<file path="config.mk">
export PLATFORM = sky130hd
export DESIGN_NAME = ps_bus_arbiter_flat
export DESIGN_NICKNAME = d
export VERILOG_FILES = /design/src/rtl/ps_bus_arbiter_pkg.sv /design/src/rtl/ps_bus_arbiter_if.sv /design/src/rtl/ps_bus_arbiter_rr_arbiter.sv /design/src/rtl/ps_bus_arbiter.sv /design/src/flat_wrapper.sv
export SDC_FILE = /design/constraint.sdc
export NUM_CORES = 1
export LEC_CHECK = 0
export ABC_AREA = 1
export BUFFER_PORTS_ARGS = -buffer_cell sky130_fd_sc_hd__buf_2
export CORE_ASPECT_RATIO = 0.6
export CORE_UTILIZATION = 41
export DETAILED_ROUTE_END_ITERATION = 7
export MAX_ROUTING_LAYER = met4
export PLACE_DENSITY = 0.76
export SLEW_MARGIN = 10
export SYNTH_ARGS = -nofsm -noshare
export SYNTH_HDL_FRONTEND = slang
export SYNTH_SLANG_ARGS = --single-unit
</file>
<file path="constraint.sdc">
create_clock -name clk -period 1.4 [get_ports clk]
set_input_delay 0.28 -clock clk [delete_from_list [all_inputs] [get_ports clk]]
set_output_delay 0.28 -clock clk [all_outputs]
set_load 0.02 [all_outputs]
</file>
<file path="src/rtl/ps_bus_arbiter_pkg.sv">
// Shared types for the ps_if bus arbiter.
// State encoding and watchdog error data.
package ps_bus_arbiter_pkg;

  typedef enum logic [1:0] {
    IDLE,
    ISSUE,
    WAIT_RD,
    RESP
  } state_t;

  localparam logic [31:0] ERR_RDATA = 32'hDEAD_BEEF;

endpackage

</file>
<file path="src/rtl/ps_bus_arbiter_if.sv">
// Requester and downstream ps_if bundle.
// slave = arbiter view, master = driver view.
interface ps_bus_arbiter_if #(
  parameter int NUM_REQ    = 2,
  parameter int ADDR_WIDTH = 4,
  parameter int DATA_WIDTH = 32
);
  logic [NUM_REQ-1:0]            req_valid;
  logic [NUM_REQ-1:0]            req_we;
  logic [NUM_REQ*ADDR_WIDTH-1:0] req_addr;
  logic [NUM_REQ*DATA_WIDTH-1:0] req_wdata;
  logic [NUM_REQ-1:0]            req_ready;
  logic [NUM_REQ-1:0]            rsp_valid;
  logic [DATA_WIDTH-1:0]         rsp_rdata;
  logic                          rsp_err;
  logic                          ps_req;
  logic                          ps_we;
  logic [ADDR_WIDTH-1:0]         ps_addr;
  logic [DATA_WIDTH-1:0]         ps_wdata;
  logic                          ps_ready;
  logic                          ps_rvalid;
  logic [DATA_WIDTH-1:0]         ps_rdata;

  modport slave (
    input  req_valid, req_we, req_addr, req_wdata,
    input  ps_ready, ps_rvalid, ps_rdata,
    output req_ready, rsp_valid, rsp_rdata, rsp_err,
    output ps_req, ps_we, ps_addr, ps_wdata
  );

  modport master (
    output req_valid, req_we, req_addr, req_wdata,
    output ps_ready, ps_rvalid, ps_rdata,
    input  req_ready, rsp_valid, rsp_rdata, rsp_err,
    input  ps_req, ps_we, ps_addr, ps_wdata
  );
endinterface

</file>
<file path="src/rtl/ps_bus_arbiter_rr_arbiter.sv">
// Round-robin pick: first request at or above ptr,
// wrapping modulo NUM_REQ. Purely combinational.
module ps_bus_arbiter_rr_arbiter #(
  parameter int NUM_REQ = 2,
  parameter int IW      = $clog2(NUM_REQ)
) (
  input  logic [NUM_REQ-1:0] req,
  input  logic [IW-1:0]      ptr,
  output logic [NUM_REQ-1:0] gnt,
  output logic [IW-1:0]      idx,
  output logic               any
);
  logic          found;
  logic [IW-1:0] c;

  // scan from ptr upward, take the first set bit
  always_comb begin
    gnt   = '0;
    idx   = '0;
    found = 1'b0;
    c     = '0;
    for (int i = 0; i < NUM_REQ; i++) begin
      c = IW'((int'(ptr) + i) % NUM_REQ);
      if (!found && req[c]) begin
        found  = 1'b1;
        gnt[c] = 1'b1;
        idx    = c;
      end
    end
  end

  assign any = |req;

endmodule

</file>
<file path="src/rtl/ps_bus_arbiter.sv">
// Round-robin arbiter for the single rf_node ps_if port.
// Optional read watchdog: define PS_ARB_TIMEOUT_EN.
module ps_bus_arbiter
  import ps_bus_arbiter_pkg::*;
#(
  parameter int NUM_REQ    = 2,
  parameter int ADDR_WIDTH = 4,
  parameter int DATA_WIDTH = 32
`ifdef PS_ARB_TIMEOUT_EN
  ,parameter int TIMEOUT_CYCLES = 256
`endif
) (
  input logic             clk,
  input logic             rst_n,
  ps_bus_arbiter_if.slave bus
);
  localparam int IW = $clog2(NUM_REQ);

  state_t                state, state_d;
  logic [IW-1:0]         ptr, g, pick;
  logic [NUM_REQ-1:0]    gnt;
  logic                  any;
  logic                  we_q;
  logic [ADDR_WIDTH-1:0] addr_q;
  logic [DATA_WIDTH-1:0] wdata_q, rdata_q;
  logic                  we_sel;
  logic [ADDR_WIDTH-1:0] addr_sel;
  logic [DATA_WIDTH-1:0] wdata_sel;
  logic                  cap_req, cap_rd, cap_wr;
  logic                  expired;

  ps_bus_arbiter_rr_arbiter #(.NUM_REQ(NUM_REQ)) u_rr (
    .req (bus.req_valid),
    .ptr (ptr),
    .gnt (gnt),
    .idx (pick),
    .any (any)
  );

  // select the winning requester's fields
  always_comb begin
    we_sel    = 1'b0;
    addr_sel  = '0;
    wdata_sel = '0;
    for (int i = 0; i < NUM_REQ; i++) begin
      if (gnt[i]) begin
        we_sel    = bus.req_we[i];
        addr_sel  = bus.req_addr[i*ADDR_WIDTH +: ADDR_WIDTH];
        wdata_sel = bus.req_wdata[i*DATA_WIDTH +: DATA_WIDTH];
      end
    end
  end

`ifdef PS_ARB_TIMEOUT_EN
  localparam int TW = $clog2(TIMEOUT_CYCLES + 1);
  logic [TW-1:0] tmr;
  logic          err_q;

  assign expired = (tmr == TW'(TIMEOUT_CYCLES - 1));

  // watchdog counts WAIT_RD cycles, idle at zero elsewhere
  always_ff @(posedge clk or negedge rst_n) begin
    if (!rst_n) tmr <= '0;
    else if (state != WAIT_RD) tmr <= '0;
    else tmr <= tmr + 1'b1;
  end
`else
  assign expired = 1'b0;
`endif

  // state register
  always_ff @(posedge clk or negedge rst_n) begin
    if (!rst_n) state <= IDLE;
    else state <= state_d;
  end

  // next state and bus outputs
  always_comb begin
    state_d       = state;
    cap_req       = 1'b0;
    cap_rd        = 1'b0;
    cap_wr        = 1'b0;
    bus.req_ready = '0;
    bus.rsp_valid = '0;
    bus.rsp_rdata = '0;
    bus.rsp_err   = 1'b0;
    bus.ps_req    = (state == ISSUE);
    bus.ps_we     = we_q;
    bus.ps_addr   = addr_q;
    bus.ps_wdata  = wdata_q;
    unique case (state)
      IDLE: begin
        if (rst_n) bus.req_ready = gnt;
        if (any) begin
          state_d = ISSUE;
          cap_req = 1'b1;
        end
      end
      ISSUE: begin
        if (bus.ps_ready) begin
          if (we_q) begin
            state_d = RESP;
            cap_wr  = 1'b1;
          end else if (bus.ps_rvalid) begin
            state_d = RESP;
            cap_rd  = 1'b1;
          end else begin
            state_d = WAIT_RD;
          end
        end
      end
      WAIT_RD: begin
        if (bus.ps_rvalid) begin
          state_d = RESP;
          cap_rd  = 1'b1;
        end else if (expired) begin
          state_d = RESP;
        end
      end
      RESP: begin
        state_d = IDLE;
        for (int i = 0; i < NUM_REQ; i++)
          bus.rsp_valid[i] = (g == IW'(i));
        bus.rsp_rdata = rdata_q;
`ifdef PS_ARB_TIMEOUT_EN
        bus.rsp_err = err_q;
`endif
      end
      default: state_d = IDLE;
    endcase
  end

  // capture registers and round-robin pointer
  always_ff @(posedge clk or negedge rst_n) begin
    if (!rst_n) begin
      ptr     <= '0;
      g       <= '0;
      we_q    <= 1'b0;
      addr_q  <= '0;
      wdata_q <= '0;
      rdata_q <= '0;
`ifdef PS_ARB_TIMEOUT_EN
      err_q   <= 1'b0;
`endif
    end else begin
      if (cap_req) begin
        g       <= pick;
        we_q    <= we_sel;
        addr_q  <= addr_sel;
        wdata_q <= wdata_sel;
      end
      if (cap_wr) rdata_q <= '0;
      if (cap_rd) rdata_q <= bus.ps_rdata;
`ifdef PS_ARB_TIMEOUT_EN
      if (cap_req) err_q <= 1'b0;
      if (state == WAIT_RD && !bus.ps_rvalid && expired) begin
        rdata_q <= {(DATA_WIDTH/32){ERR_RDATA}};
        err_q   <= 1'b1;
      end
`endif
      if (state == RESP)
        ptr <= (g == IW'(NUM_REQ - 1)) ? '0 : g + 1'b1;
    end
  end

endmodule

</file>
<file path="src/flat_wrapper.sv">
// flat-port wrapper written by rule: the top's interface ports become plain ports
module ps_bus_arbiter_flat import ps_bus_arbiter_pkg::*;
#(
  parameter int NUM_REQ    = 2,
  parameter int ADDR_WIDTH = 4,
  parameter int DATA_WIDTH = 32

)
  (clk, rst_n, bus_req_valid, bus_req_we, bus_req_addr, bus_req_wdata, bus_ps_ready, bus_ps_rvalid, bus_ps_rdata, bus_req_ready, bus_rsp_valid, bus_rsp_rdata, bus_rsp_err, bus_ps_req, bus_ps_we, bus_ps_addr, bus_ps_wdata);
  ps_bus_arbiter_if #(.NUM_REQ(NUM_REQ), .ADDR_WIDTH(ADDR_WIDTH), .DATA_WIDTH(DATA_WIDTH)) bus_i ();
  input logic clk;
  input logic rst_n;
  input wire logic [$bits(bus_i.req_valid)-1:0] bus_req_valid;
  input wire logic [$bits(bus_i.req_we)-1:0] bus_req_we;
  input wire logic [$bits(bus_i.req_addr)-1:0] bus_req_addr;
  input wire logic [$bits(bus_i.req_wdata)-1:0] bus_req_wdata;
  input wire logic [$bits(bus_i.ps_ready)-1:0] bus_ps_ready;
  input wire logic [$bits(bus_i.ps_rvalid)-1:0] bus_ps_rvalid;
  input wire logic [$bits(bus_i.ps_rdata)-1:0] bus_ps_rdata;
  output wire logic [$bits(bus_i.req_ready)-1:0] bus_req_ready;
  output wire logic [$bits(bus_i.rsp_valid)-1:0] bus_rsp_valid;
  output wire logic [$bits(bus_i.rsp_rdata)-1:0] bus_rsp_rdata;
  output wire logic [$bits(bus_i.rsp_err)-1:0] bus_rsp_err;
  output wire logic [$bits(bus_i.ps_req)-1:0] bus_ps_req;
  output wire logic [$bits(bus_i.ps_we)-1:0] bus_ps_we;
  output wire logic [$bits(bus_i.ps_addr)-1:0] bus_ps_addr;
  output wire logic [$bits(bus_i.ps_wdata)-1:0] bus_ps_wdata;
  assign bus_i.req_valid = bus_req_valid;
  assign bus_i.req_we = bus_req_we;
  assign bus_i.req_addr = bus_req_addr;
  assign bus_i.req_wdata = bus_req_wdata;
  assign bus_i.ps_ready = bus_ps_ready;
  assign bus_i.ps_rvalid = bus_ps_rvalid;
  assign bus_i.ps_rdata = bus_ps_rdata;
  assign bus_req_ready = bus_i.req_ready;
  assign bus_rsp_valid = bus_i.rsp_valid;
  assign bus_rsp_rdata = bus_i.rsp_rdata;
  assign bus_rsp_err = bus_i.rsp_err;
  assign bus_ps_req = bus_i.ps_req;
  assign bus_ps_we = bus_i.ps_we;
  assign bus_ps_addr = bus_i.ps_addr;
  assign bus_ps_wdata = bus_i.ps_wdata;
  ps_bus_arbiter #(.NUM_REQ(NUM_REQ), .ADDR_WIDTH(ADDR_WIDTH), .DATA_WIDTH(DATA_WIDTH)) u_core (.clk(clk), .rst_n(rst_n), .bus(bus_i));
endmodule
</file>
==> impl_metrics.yaml <==
detailed_routing:
  drt_wl_total_um: 13600
  post-route-drc-count: 0
  via_per_inst: 5.17
  dr_total_vias: 4203
  drtPass1Iterations: 4
  ant_nets: 0
  wire_per_inst_um: 16.7
  drt_iter0_markers: 235
layout:
  synthToLayoutAreaGrowth_pct: 71.0
  regArea_mm2: 0.00183
  n_fill_cell: 622
  antenna_cells: 0
  multi_input_comb_area_mm2: 0.00184
  nets: 813
  final_layout_size_suffix_gt1_frac: 0.496
critical_path:
  path_max_fanout: 4
  required_ns: 1.12
  start_kind: "flop"
  r2r_setup_slack_ns: -0.23
  cp_data_arrival_time_ns: 1.42
  critPathKind: "flop to output port"
  endpoint_kind: "output port"
clock_tree:
  cts-root-buf: "clkbuf_16"
  cts_tree: "done"
  clk_path_buf_depth: 2
  htree_levels: 3
  cts-hold-fix-buffers: 0
  clk_pin_slew_ns: 0.05
  clk_latency_ns: 0.33
  cts_made_buffers: 9
  clock_sink_count: 73
timing:
  slew_headroom: 0.379
  setup_viol: 109
  hold_viol_final: 0
  period_share: 1.22
  tns_ns: -20.91
  layout_setup_ws_ns: -0.305
  drv_slew: 0
  grt_setup_unrepaired: "true"
  fin_crit_ns: 1.70
  fin_skew_ns: 0.00852
  worstMarginPinSlew_ns: 0.931
  max_freq_mhz: 587
run_status:
  outcome: "finished, violations left"
  failed_checks: "negative setup slack"
synthesis:
  synth_area_leader_cell: "dfrtp_1"
  synth_nets: 599
  yosysWarnings: 0
  synth_top_cell_area_share: 0.503
  async_reset_ff_frac: 1.00
  ys_ff_latch: 73
  seq_area_frac_synth: 0.503
  syn_area_per_cell_um2: 7.52
  ys_top_cells_by_area: "dfrtp_1, nand2_1, nand3_1, inv_1, buf_2"
  yosys-top-cells-count: "nand2_1, nand3_1, dfrtp_1"
  yosysMostFrequentCell: "nand2_1"
  yosysUniqueCellTypes: 18
  ys.flop_type: "dfrtp_1"
  syn_area_mm2: 0.00363
  synthCells: 483
  synth_edf_count: 0
global_routing:
  grt_util_all_layers: 0.281
  grt_pass1_vias: 3820
  antenna_found_initial: 0
  grt.overflow.total: 0
  grt_pass1_wl_um: 18700
  grt_max_degree: 74
power:
  ir_drop_mv: 1.08
  powerDensity_mw_per_mm2: 2290
  p_leak_uw: 0.00352
die:
  initial_core_util: 0.424
  die_h_um: 74.9
  die-area_mm2: 0.00925
  core_area_mm2: 0.00856
  die_width_um: 123
  row_count: 26
  ios: 187
placement:
  port_buffers: 185
  gp_congestion: 0.813
  hpwl_um: 7240
  dpl_worst_slack_ns: -0.228
flow_run:
  maxCapViolations: 0
min_path:
  hold_path.class: "primary input to flop"
[per-stage QoR]
stage          cell area, µm²  utilization  cells  hold WS, ns  power (µW)
6_report                 6210        0.726    813        0.167       14200
5_1_grt                  6210        0.726    813        0.164       15000
4_1_cts                  5970        0.698    807        0.157       13400
3_5_place_dp             4760        0.557    769        0.464        8780
3_3_place_gp             4760        0.557    769        0.461        8590
2_1_floorplan            3640            -    483      -0.0156        6880
[layer usage]
metal,vias to the layer above,global-route usage,wire (µm)
li1,1951,-,-
met1,2022,0.353,5790
met2,204,0.457,6510
met3,26,0.0652,1080
met4,0,0.0830,225
met5,-,-,0
[layout make-up]
cell class	instances	share of cell area
clock buffer	12	0.0397
clock inverter	3	0.0105
inverter	49	0.0328
multi-input combinational	332	0.297
sequential	73	0.295
tap	112	0.0226
timing repair buffer	231	0.301
timing repair inverter	1	0.00181
[placed cells by master (no fill, tap or decap), drive strengths merged]
cell type  Yosys  layout
buf           22     229
inv           49      50
ha             4       4
bufinv         0       2
o21ai          4       4
nand3        117     117
o21bai         1       1
nand2        200     200
nor2           2       2
dfrtp         73      73
clkbuf         7      14
nor3           2       2
conb           1       1
clkinv         0       1
a21oi          1       1
[repair_timing]
item,4_1_cts,5_1_grt
setup buffers,16,2
gates resized for setup,154,59
endpoints found under the setup margin,108,109
cloned,9,4
pin swaps,42,3
[registers in the layout (all words and copies together), names as in the netlist]
signal,flops
u_core.rdata_q,32
u_core.state,2
u_core.bus.ps_we,1
u_core.g,1
u_core.bus.ps_addr,4
u_core.bus.ps_wdata,32
u_core.ptr,1
[critical path: stages (launching register included)]
cell and delay, ns:
dfrtp_2 0.45, buf_6 0.14, buf_6 0.11, ha_4 0.16
buf_6 0.12, buf_6 0.12
[cell families (layout without fill, tap and decap cells)]
| group | count (synthesis) | count (layout) | share of synthesized area |
|---|---|---|---|
| compound gates | 6 | 6 | 0.00999 |
| flops | 73 | 73 | 0.503 |
| other cells | 1 | 1 | 0.00103 |
| simple gates | 321 | 321 | 0.378 |
| fa+ha+maj | 4 | 4 | 0.0138 |
| buf+inv | 78 | 296 | 0.0944 |
[report_power, final]
part | internal (µW) | leakage [µW] | switching, µW | total [µW]
clock network | 1600 | 0.000153 | 850 | 2450
logic | 3520 | 0.00245 | 4530 | 8050
registers | 3060 | 0.000921 | 657 | 3720
[final timing paths]
| kind | startpoint | to | depth (start not counted) |
|---|---|---|---|
| setup / recovery | u_core.state[0]$_DFFE_PN0P_ | bus_ps_req | 5 |
| setup reg to reg | u_core.state[1]$_DFFE_PN0P_ | u_core.rdata_q[8]$_DFFE_PN0P_ | 10 |
| min in group asynchronous | rst_n | u_core.rdata_q[25]$_DFFE_PN0P_ | 2 |
| hold reg to reg | u_core.bus.ps_wdata[31]$_DFFE_PN0P_ | u_core.bus.ps_wdata[31]$_DFFE_PN0P_ | 2 |
| hold / removal | bus_req_wdata[17] | u_core.bus.ps_wdata[17]$_DFFE_PN0P_ | 3 |
| max in group asynchronous | rst_n | u_core.state[1]$_DFFE_PN0P_ | 2 |
No activity file was read; power rests on OpenSTA's default activity.
